$ cat config.mk
export PLATFORM = sky130hd
export DESIGN_NAME = cordic_arbiter
export DESIGN_NICKNAME = d
export VERILOG_FILES = /design/src/rtl/cordic_arbiter.sv
export SDC_FILE = /design/constraint.sdc
export NUM_CORES = 1
export LEC_CHECK = 0
export ABC_CLOCK_PERIOD_IN_PS = 3150
export CORE_UTILIZATION = 42
export DETAILED_ROUTE_END_ITERATION = 6
export GPL_TIMING_DRIVEN = 0
export PLACE_DENSITY = 0.81
export SLEW_MARGIN = 20
export SYNTH_ARGS = -nofsm -noshare
export SYNTH_HDL_FRONTEND = slang
export SYNTH_SLANG_ARGS = --single-unit
$ cat constraint.sdc
create_clock -name CLK -period 3.15 [get_ports CLK]
set_input_delay 0.315 -clock CLK [delete_from_list [all_inputs] [get_ports CLK]]
set_output_delay 0.315 -clock CLK [all_outputs]
set_load 0.01 [all_outputs]
$ cat src/rtl/cordic_arbiter.sv
// Two-channel round-robin front end for a shared CORDIC core: grants one
// requester, launches the core, waits for completion or watchdog abort.
module cordic_arbiter #(
    parameter int TIMEOUT = 64,
    parameter int W       = 13
) (
    input  logic         CLK,
    input  logic         RESET,
    input  logic         Req0,
    input  logic         Req1,
    input  logic [W-1:0] I0,
    input  logic [W-1:0] Q0,
    input  logic [W-1:0] I1,
    input  logic [W-1:0] Q1,
    output logic         Grant0,
    output logic         Grant1,
    output logic         Done0,
    output logic         Done1,
    output logic         Err0,
    output logic         Err1,
    output logic [W-1:0] Res_PM,
    output logic [W-1:0] Res_AM,
    output logic         Busy,
    output logic         Cordic_Enable,
    output logic [W-1:0] I,
    output logic [W-1:0] Q,
    input  logic         Cordic_Ready,
    input  logic [W-1:0] PM,
    input  logic [W-1:0] AM
);

    typedef enum logic [1:0] {
        ST_IDLE,
        ST_ISSUE,
        ST_WAIT,
        ST_DONE
    } state_t;

    localparam logic [15:0] TIMEOUT_LAST = 16'(TIMEOUT - 1);
    localparam bit          WATCHDOG_ON  = (TIMEOUT != 0);

    state_t         state_reg, state_next;
    logic           owner_reg, owner_next;
    logic           last_reg, last_next;
    logic           abort_reg, abort_next;
    logic [15:0]    count_reg, count_next;
    logic [W-1:0]   op_i_reg, op_i_next;
    logic [W-1:0]   op_q_reg, op_q_next;
    logic [W-1:0]   res_pm_reg, res_pm_next;
    logic [W-1:0]   res_am_reg, res_am_next;

    logic [1:0]     req_vec;
    logic [W-1:0]   chan_i [2];
    logic [W-1:0]   chan_q [2];
    logic           winner;
    logic           timeout_hit;

    logic [1:0]     grant_vec;
    logic [1:0]     done_vec;
    logic [1:0]     err_vec;

    assign req_vec   = {Req1, Req0};
    assign chan_i[0] = I0;
    assign chan_i[1] = I1;
    assign chan_q[0] = Q0;
    assign chan_q[1] = Q1;

    // On a tie the channel that was not granted last wins.
    always_comb begin
        winner = 1'b0;
        case (req_vec)
            2'b01:   winner = 1'b0;
            2'b10:   winner = 1'b1;
            2'b11:   winner = ~last_reg;
            default: winner = 1'b0;
        endcase
    end

    assign timeout_hit = WATCHDOG_ON && (count_reg == TIMEOUT_LAST);

    always_comb begin
        state_next  = state_reg;
        owner_next  = owner_reg;
        last_next   = last_reg;
        abort_next  = abort_reg;
        count_next  = count_reg;
        op_i_next   = op_i_reg;
        op_q_next   = op_q_reg;
        res_pm_next = res_pm_reg;
        res_am_next = res_am_reg;

        case (state_reg)
            ST_IDLE: begin
                if (|req_vec) begin
                    state_next = ST_ISSUE;
                    owner_next = winner;
                    last_next  = winner;
                    abort_next = 1'b0;
                    op_i_next  = chan_i[winner];
                    op_q_next  = chan_q[winner];
                end
            end
            ST_ISSUE: begin
                state_next = ST_WAIT;
                count_next = '0;
            end
            ST_WAIT: begin
                count_next = count_reg + 16'd1;
                // A completion on the timeout cycle takes priority over the abort.
                if (Cordic_Ready) begin
                    state_next  = ST_DONE;
                    abort_next  = 1'b0;
                    res_pm_next = PM;
                    res_am_next = AM;
                end else if (timeout_hit) begin
                    state_next  = ST_DONE;
                    abort_next  = 1'b1;
                    res_pm_next = '0;
                    res_am_next = '0;
                end
            end
            ST_DONE: begin
                state_next = ST_IDLE;
            end
            default: begin
                state_next = ST_IDLE;
            end
        endcase
    end

    always_ff @(posedge CLK or negedge RESET) begin
        if (!RESET) begin
            state_reg  <= ST_IDLE;
            owner_reg  <= 1'b0;
            last_reg   <= 1'b1;
            abort_reg  <= 1'b0;
            count_reg  <= '0;
            op_i_reg   <= '0;
            op_q_reg   <= '0;
            res_pm_reg <= '0;
            res_am_reg <= '0;
        end else begin
            state_reg  <= state_next;
            owner_reg  <= owner_next;
            last_reg   <= last_next;
            abort_reg  <= abort_next;
            count_reg  <= count_next;
            op_i_reg   <= op_i_next;
            op_q_reg   <= op_q_next;
            res_pm_reg <= res_pm_next;
            res_am_reg <= res_am_next;
        end
    end

    // Per-channel strobes are decoded from state and owner, so reset clears them at once.
    generate
        for (genvar gi = 0; gi < 2; gi++) begin : g_chan
            assign grant_vec[gi] = (state_reg == ST_ISSUE) && (owner_reg == 1'(gi));
            assign done_vec[gi]  = (state_reg == ST_DONE) && !abort_reg && (owner_reg == 1'(gi));
            assign err_vec[gi]   = (state_reg == ST_DONE) && abort_reg && (owner_reg == 1'(gi));
        end
    endgenerate

    assign Grant0        = grant_vec[0];
    assign Grant1        = grant_vec[1];
    assign Done0         = done_vec[0];
    assign Done1         = done_vec[1];
    assign Err0          = err_vec[0];
    assign Err1          = err_vec[1];
    assign Cordic_Enable = (state_reg == ST_ISSUE);
    assign Busy          = (state_reg != ST_IDLE);
    assign I             = op_i_reg;
    assign Q             = op_q_reg;
    assign Res_PM        = res_pm_reg;
    assign Res_AM        = res_am_reg;

endmodule

Word-level counts from Yosys, hierarchy flattened
Cells that the tools add are included.
{"block": "classes", "add_sub_neg": 1, "n_mul": 0, "n_div": 0, "order_cmp": 1, "eq_ne": 8, "shifts": 0, "n_mux": 19, "bitwise_logic": 3, "n_reduce_logical": 19}
{"op": "$mux W13", "n": 9}
{"op": "$pmux W16 S2", "n": 1}
{"op": "$add A16 B1 Y16 const B", "n": 1}
{"op": "$eq A16 B6 Y1 const B", "n": 1}
{"op": "$eq A2 B2 Y1 const B", "n": 4}
{"op": "$logic_and A1 B1 Y1", "n": 8}
{"op": "$pmux W2 S4", "n": 1}
{"op": "$reduce_bool A2 Y1", "n": 4}
{"op": "$mux W2", "n": 3}
{"op": "$reduce_and A2 Y1", "n": 3}
{"op": "$pmux W1 S2", "n": 2}
{"op": "$mux W1", "n": 3}
{"op": "$ne A3 B3 Y1 const B", "n": 1}
{"op": "$reduce_and A3 Y1", "n": 1}
{"op": "$eq A2 B1 Y1 const B", "n": 1}
{"op": "$ge A2 B2 Y1 const B", "n": 1}
{"op": "$logic_not A2 Y1", "n": 1}
{"op": "$ne A2 B2 Y1 const B", "n": 1}
{"op": "$not A1 Y1", "n": 2}
{"op": "$not A1 Y2", "n": 1}
{"op": "$reduce_or A2 Y1", "n": 1}
{"op": "$logic_not A1 Y1", "n": 1}
{"block": "word_totals", "regBits": 73, "latch_bits": 0, "ram_bits": 0, "rom_bits": 0, "inputBits": 83, "output_inout_bits": 60, "word_cells": 60, "mem_count": 0}

Longest topological paths before layout
Gate-level depths: netlist of run 1.
{"block": "logic_depth", "word_depth": 6, "mapped_depth": 7, "mapped_depth_nobuf": 6}

Worst setup path before layout of run 1
OpenSTA, ideal clock, no wires.
{"block": "synth_timing", "path_type": "register to register", "start": "register count_reg[11]", "end": "register res_am_reg[0], in the netlist Res_AM[0]", "setup_time_ps": 121, "t_arrival_ps": 2066, "required_time_ps": 3029, "path_slack_ps": 963, "path_stages_with_launch": 7, "n_path_buf": 2, "synth_period_minus_slack_ps": 2187, "path_cell_list": "dfrtp_1 -> or4_1 -> or4_4 -> a21o_1 -> buf_6 -> buf_6 -> a22o_1"}
{"block": "synth_via", "elab_chain_len": 3}
{"element": "start, declared", "line": "46", "text": "logic [15:0] count_reg, count_next;"}
{"element": "start signal, assigned", "line": "147", "text": "count_reg <= count_next;"}
{"element": "$eq A16 B6 Y1", "line": "79", "text": "assign timeout_hit = WATCHDOG_ON && (count_reg == TIMEOUT_LAST);"}
{"element": "$reduce_bool A2 Y1 (no line)"}
{"element": "$reduce_and A2 Y1 (no line)"}
{"element": "end signal, assigned", "line": "151", "text": "res_am_reg <= res_am_next;"}
{"element": "end, declared", "line": "50", "text": "logic [W-1:0] res_am_reg, res_am_next;"}
No other way between the ends.
A chain may end at the register's enable or synchronous reset.

Worst setup path in the final report of run 1
{"block": "layout_timing", "start": "register count_reg[11]", "end": "register res_pm_reg[4], in the netlist Res_PM[4]"}
{"block": "layout_via", "elab_chain_len": 3}
{"element": "$eq A16 B6 Y1", "line": "79"}
{"element": "$reduce_bool A2 Y1 (no line)"}
{"element": "$reduce_and A2 Y1 (no line)"}
{"element": "end signal, assigned", "line": "150", "text": "res_pm_reg <= res_pm_next;"}
{"element": "end, declared", "line": "49", "text": "logic [W-1:0] res_pm_reg, res_pm_next;"}
No other way between the ends.

==> flow_metrics.py, run 1 <==
metrics = {
    "logic_synthesis": {
        "syn_avg_cell_area_um2": 11.02,
        "yosysWarnings": 0,
        "synth_flop_cell": "dfrtp_1",
        "synth_seq_cells": 73,
        "synth_area_um2": 3263,
        "synthArstFlopShare_pct": 100.0,
        "synth_fp_nets": 385,
        "synth_cells": 296,
        "ys_seq_area_share_pct": 56.02,
        "synth_edf_count": 0,
        "synthDistinctLibCells": 39,
    },
    "placement": {
        "gp_congestion": 0.7754,
        "port-buffer-count": 142,
        "dp_hpwl_um": 6388,
        "post-place-cells": 538,
        "place_ws_ps": 722.8,
        "place_area_um2": 4833,
    },
    "timing": {
        "fmax_ghz": 0.4259,
        "maxSlewHeadroom_pct": 59.44,
        "post-route-min-period_ps": 2348,
        "rsz0062_at_grt": "false",
        "layout_worst_path_cycle_share_pct": 74.53,
        "slew_violations": 0,
        "hold_viol": 0,
        "fin_skew_ps": 7.192,
        "setup_ws_ps": 802.2,
        "worst_pin_slew_ps": 602.8,
        "setup_viol": 0,
    },
    "global_route": {
        "antenna_found_initial": 0,
        "grt_pass1_vias": 2989,
        "grt_pass1_wl_um": 14410,
        "grt_max_degree": 54,
        "grt_usage_pct": 22.19,
        "grt-ovfl-total": 0,
    },
    "setup_path": {
        "critPathRequiredTime_ps": 3380,
        "crit_top_cell": "buf_6",
        "worstSetupStartpointType": "flop",
        "worstSetupEndpointType": "flop",
        "crit_family": "simple AND/OR/NAND/NOR gates",
        "crit_start": "count_reg[11]",
        "rrSetupSlack_ps": 800,
        "max_stage_delay_ps": 560,
        "crit_end": "Res_PM[4]",
        "crit_fanout": 10,
        "crit_cells": 6,
        "worst_path_max_delay_cell": "or4_4",
        "timing.rr.start": "count_reg[11]",
        "path_cells": "or4_1 -> or4_4 -> a21o_1 -> buf_6 -> buf_6 -> a22o_1",
        "cp_num_buf_inv": 2,
        "arrival_ps": 2570,
        "r2r-end": "Res_PM[4]",
        "r2r_cells": 6,
        "crit_type": "flop to flop",
    },
    "floorplan": {
        "fp-row-count": 31,
        "coreArea_um2": 7370,
        "io_pins": 143,
        "initial_utilization_pct": 44.28,
        "die_w_um": 90.15,
        "die_h_um": 90.15,
        "die-area_um2": 8126,
    },
    "pwr": {
        "p_per_area_nw_per_um2": 864.9,
        "p_leak_nw": 2.245,
        "vdd_ir_drop_max_uv": 385.9,
    },
    "job": {
        "cap_violations": 0,
    },
    "worst_hold_path": {
        "min_path_type": "primary input to async pin",
    },
    "clocking": {
        "htree_levels": 3,
        "clock_sinks": 73,
        "clockBufferDepth": 2,
        "tritoncts": "built",
        "cts_setup_buffers": 0,
        "clk_pin_slew_ps": 80,
        "cts_buffers": 9,
        "root_buffer": "clkbuf_8",
        "clk-insertion-delay-late_ps": 350,
    },
    "drt": {
        "detail-route-antenna-nets": 0,
        "drc_errors": 0,
        "viasPerCell": 5.217,
        "wl_per_cell_um": 15.41,
        "routed_wl_um": 8538,
        "first_pass_iters": 4,
        "vias": 2890,
        "drt_iter0_drc": 115,
    },
    "finish": {
        "largest_reg_flops": 16,
        "fillers": 576,
        "fin_util_pct": 69.32,
        "areaGrowthSynthToFinish_pct": 56.56,
        "fin_cells": 554,
        "final_cell_mix": "clkdlybuf4s50_1, dfrtp_1, nand2_1",
        "drive_gt1_share_pct": 6.154,
        "mostFrequentLayoutCell": "clkdlybuf4s50_1",
        "final_nets": 540,
        "final_area_um2": 5109,
        "antenna_cells": 0,
    },
    "outcome": {
        "outcome": "finished clean",
    },
}
==> routing by layer <==
layer	global-route usage (%)	vias to the layer above	part of all wire (%)
li1	-	1374	-
met1	28.33	1416	43
met2	37.40	89	51
met3	4.399	11	4.7
met4	8.065	0	1.4
met5	0	-	0
==> power by group <==
group	switching (W)	internal [W]
Sequential	0.000205	0.00130
Combinational	0.000904	0.00105
Clock	0.000336	0.000623
==> Yosys cell counts (2+ instances only) <==
cell      count  area (um^2)
and3_1        2        12.51
o21ai_0      33        165.2
buf_6         3        33.78
a31oi_1       2        12.51
or3_1         4        25.02
clkbuf_1     10        37.54
a31o_2        3        26.28
nor2b_1       2        12.51
a21oi_1       7        35.03
nor2_1       11        41.29
nand3_1       6        30.03
xor2_1        2        17.52
or4_1         3        22.52
dfrtp_1      72         1802
nor3_1        6        30.03
mux2i_1      27        270.3
xnor2_1       4        35.03
inv_1         8        30.03
ha_1          6        75.07
nand4_1       2        12.51
a21o_1        2        15.01
nand2_1      37        138.9
a22o_1       27        236.5
buf_2         2        10.01
==> worst min-delay path by stage <==
stage / from / endpoint / slack (ps)
after detailed placement: RESET / Res_PM[10] / 220
after global placement: Q[3] / Q[3] / 460
after CTS: RESET / Res_AM[3] / 390
after floorplan: RESET / I[0] / 20
after global routing: RESET / Res_AM[3] / 440
final: RESET / Res_AM[3] / 390
==> through the flow <==
stage	setup TNS [ps]	hold slack [ps]	power, W
2_1_floorplan	0	19.41	0.002423
3_3_place_gp	-53190	461.6	0.003412
3_5_place_dp	0	223.5	0.003482
4_1_cts	0	388.0	0.004458
5_1_grt	0	435.1	0.004697
6_report	0	393.7	0.004419
==> cell families after synthesis <==
logic type	synth area share [%]
and+or+nand+nor	11.73
AOI/OAI and AO/OA	16.18
DFF	56.02
muxes	8.627
buffers and inverters	3.528
xor gates and xnor gates	1.610
adders and majority gates	2.301
==> layout make-up <==
cell class	count	area (um^2)	area share, %
flip-flops and latches	73	1828	35.78
multi-input cells	199	1320	25.84
plain buffers	16	85.08	1.665
clock inverters	5	127.6	2.498
well taps	99	123.9	2.425
inverters	8	30.03	0.5878
repair buffers	144	1456	28.51
clock buffers	10	137.6	2.694
==> worst register-to-register path: stages (launching register included) <==
cell and delay, ps:
dfrtp_1 450, or4_1 540, or4_4 560, a21o_1 210, buf_6 140, buf_6 140, a22o_1 200
==> timing repair <==
item	in CTS	in global routing
hold endpoints to repair	20	0
hold buffers	1	0
setup endpoints to repair	0	0
resized for setup	0	0
Power figures use the tool's default switching activity.
==> inputs of run 2 (changes only) <==
Settings changed: ABC_CLOCK_PERIOD_IN_PS 3150 to 2400.
Clock period 3.15 ns to 2.4 ns, I/O delays scaled along.
==> flow_metrics.py, run 2 (same netlist as run 1, synthesis figures left out) <==
metrics = {
    "outcome": {
        "outcome": "finished clean",
    },
    "placement": {
        "gp_congestion": 0.7754,
        "place_ws_ps": 47.84,
        "port-buffer-count": 142,
        "dp_hpwl_um": 6388,
    },
    "floorplan": {
        "fp-row-count": 31,
        "die_h_um": 90.15,
        "die-area_um2": 8126,
        "io_pins": 143,
        "coreArea_um2": 7370,
        "initial_utilization_pct": 44.28,
        "die_w_um": 90.15,
    },
    "setup_path": {
        "max_stage_delay_ps": 560,
        "arrival_ps": 2570,
        "timing.rr.start": "count_reg[11]",
        "crit_fanout": 10,
        "worst_path_max_delay_cell": "or4_4",
        "crit_top_cell": "buf_6",
        "rrSetupSlack_ps": 50,
        "critPathRequiredTime_ps": 2630,
        "path_cells": "or4_1 -> or4_4 -> a21o_1 -> buf_6 -> buf_6 -> a22o_1",
        "worstSetupEndpointType": "flop",
        "worstSetupStartpointType": "flop",
        "r2r_cells": 6,
        "crit_type": "flop to flop",
        "r2r-end": "Res_PM[4]",
    },
    "timing": {
        "setup_viol": 0,
        "post-route-min-period_ps": 2348,
        "rsz0062_at_grt": "false",
        "hold_viol": 0,
        "worst_pin_slew_ps": 598.2,
        "fin_skew_ps": 7.129,
        "tns_ps": 0,
        "fmax_ghz": 0.4258,
        "layout_worst_path_cycle_share_pct": 97.85,
        "maxSlewHeadroom_pct": 59.75,
        "setup_ws_ps": 51.61,
        "slew_violations": 0,
    },
    "pwr": {
        "vdd_ir_drop_max_uv": 507.4,
        "p_leak_nw": 2.259,
        "p_per_area_nw_per_um2": 1132,
    },
    "clocking": {
        "clk-insertion-delay-late_ps": 350,
        "clockBufferDepth": 2,
        "tritoncts": "built",
        "clk_pin_slew_ps": 80,
        "htree_levels": 3,
        "root_buffer": "clkbuf_8",
        "cts_buffers": 9,
        "clock_sinks": 73,
    },
    "global_route": {
        "grt_pass1_vias": 2989,
        "grt_pass1_wl_um": 14410,
        "grt-ovfl-total": 0,
        "antenna_found_initial": 0,
        "grt_max_degree": 54,
        "grt_usage_pct": 22.19,
    },
    "drt": {
        "first_pass_iters": 4,
        "drc_errors": 0,
        "drt_iter0_drc": 141,
        "wl_per_cell_um": 15.50,
        "vias": 2915,
        "detail-route-antenna-nets": 0,
        "viasPerCell": 5.233,
        "routed_wl_um": 8631,
    },
    "finish": {
        "largest_reg_flops": 16,
        "multiInputGateArea_um2": 1324,
        "seqCellArea_um2": 1828,
        "antenna_cells": 0,
        "areaGrowthSynthToFinish_pct": 57.36,
        "drive_gt1_share_pct": 6.987,
        "mostFrequentLayoutCell": "clkdlybuf4s50_1",
        "final_cell_mix": "clkdlybuf4s50_1, dfrtp_1, nand2_1",
        "fillers": 571,
        "final_nets": 543,
    },
    "job": {
        "cap_violations": 0,
    },
    "worst_hold_path": {
        "min_path_type": "primary input to async pin",
    },
}
==> run 2: cell count changes in the layout (fill, tap and decap cells not counted) <==
cell / before / now
or4_4: 1 / 2
or4_1: 3 / 2
buf_4: 1 / 4
==> run 2: report_power, final <==
group	leakage [nW]	total, W	internal, W	switching [W]
combinational	1.20	0.00257	0.00138	0.00119
sequential	0.931	0.00198	0.00170	0.000272
clock	0.129	0.00127	0.000818	0.000449
total	2.26	0.00581	0.00390	0.00191
==> run 2: worst max-delay path by stage <==
| stage | startpoint | endpoint | slack (ps) | cells past startpoint |
|---|---|---|---|---|
| 6_report | count_reg[11] | Res_PM[4] | 50 | 6 |
| 5_1_grt | count_reg[11] | state_reg[1] | 0.9 | 4 |
| 4_1_cts | count_reg[11] | Res_PM[4] | 60 | 6 |
| 3_5_place_dp | Req1 | Q[11] | 50 | 6 |
| 3_3_place_gp | RESET | I[9] | -1420 | 1 |
| 2_1_floorplan | count_reg[11] | Res_AM[0] | 210 | 6 |
==> run 2: per-layer routing <==
layer  track usage [%]  routed length [um]
met1             28.33                3730
met2             37.40                4380
met3             4.399                 388
met4             8.065                 132
met5                 0                   0
==> run 2: through the flow <==
step                      power (W)  hold slack, ps  instances  area [um^2]  util, %
final                      0.005813           318.8        557         5135    69.68
after global routing       0.006173           360.1        557         5135    69.68
after CTS                  0.005851           313.0        554         5109    69.32
after detailed placement   0.004570           148.5        538         4833    65.59
after global placement     0.004478           461.6        537         4808    65.25
after floorplan            0.003181          -55.59        296         3263        -
==> run 2: layout make-up <==
class	count	area share, %
Buffer	16	1.657
Clock buffer	10	2.680
Clock inverter	5	2.485
Inverter	8	0.5848
Multi-Input combinational cell	199	25.78
Sequential cell	73	35.60
Tap cell	99	2.412
Timing Repair Buffer	147	28.80
==> run 2: what timing repair did <==
| action | 4_1_cts | 5_1_grt |
|---|---|---|
| buffers inserted | 0 | 3 |
| gates resized for setup | 0 | 1 |
| setup endpoints to repair | 0 | 2 |
| endpoints found under the hold margin | 20 | 0 |
| hold buffers | 1 | 0 |
==> run 2: worst max-delay path: cells and delay by family (launching register included) <==
family                 cells  cell delay, ps
AO/OA/AOI/OAI              2             400
buffers and inverters      2             280
flip-flops                 1             450
AND/OR/NAND/NOR            2            1100
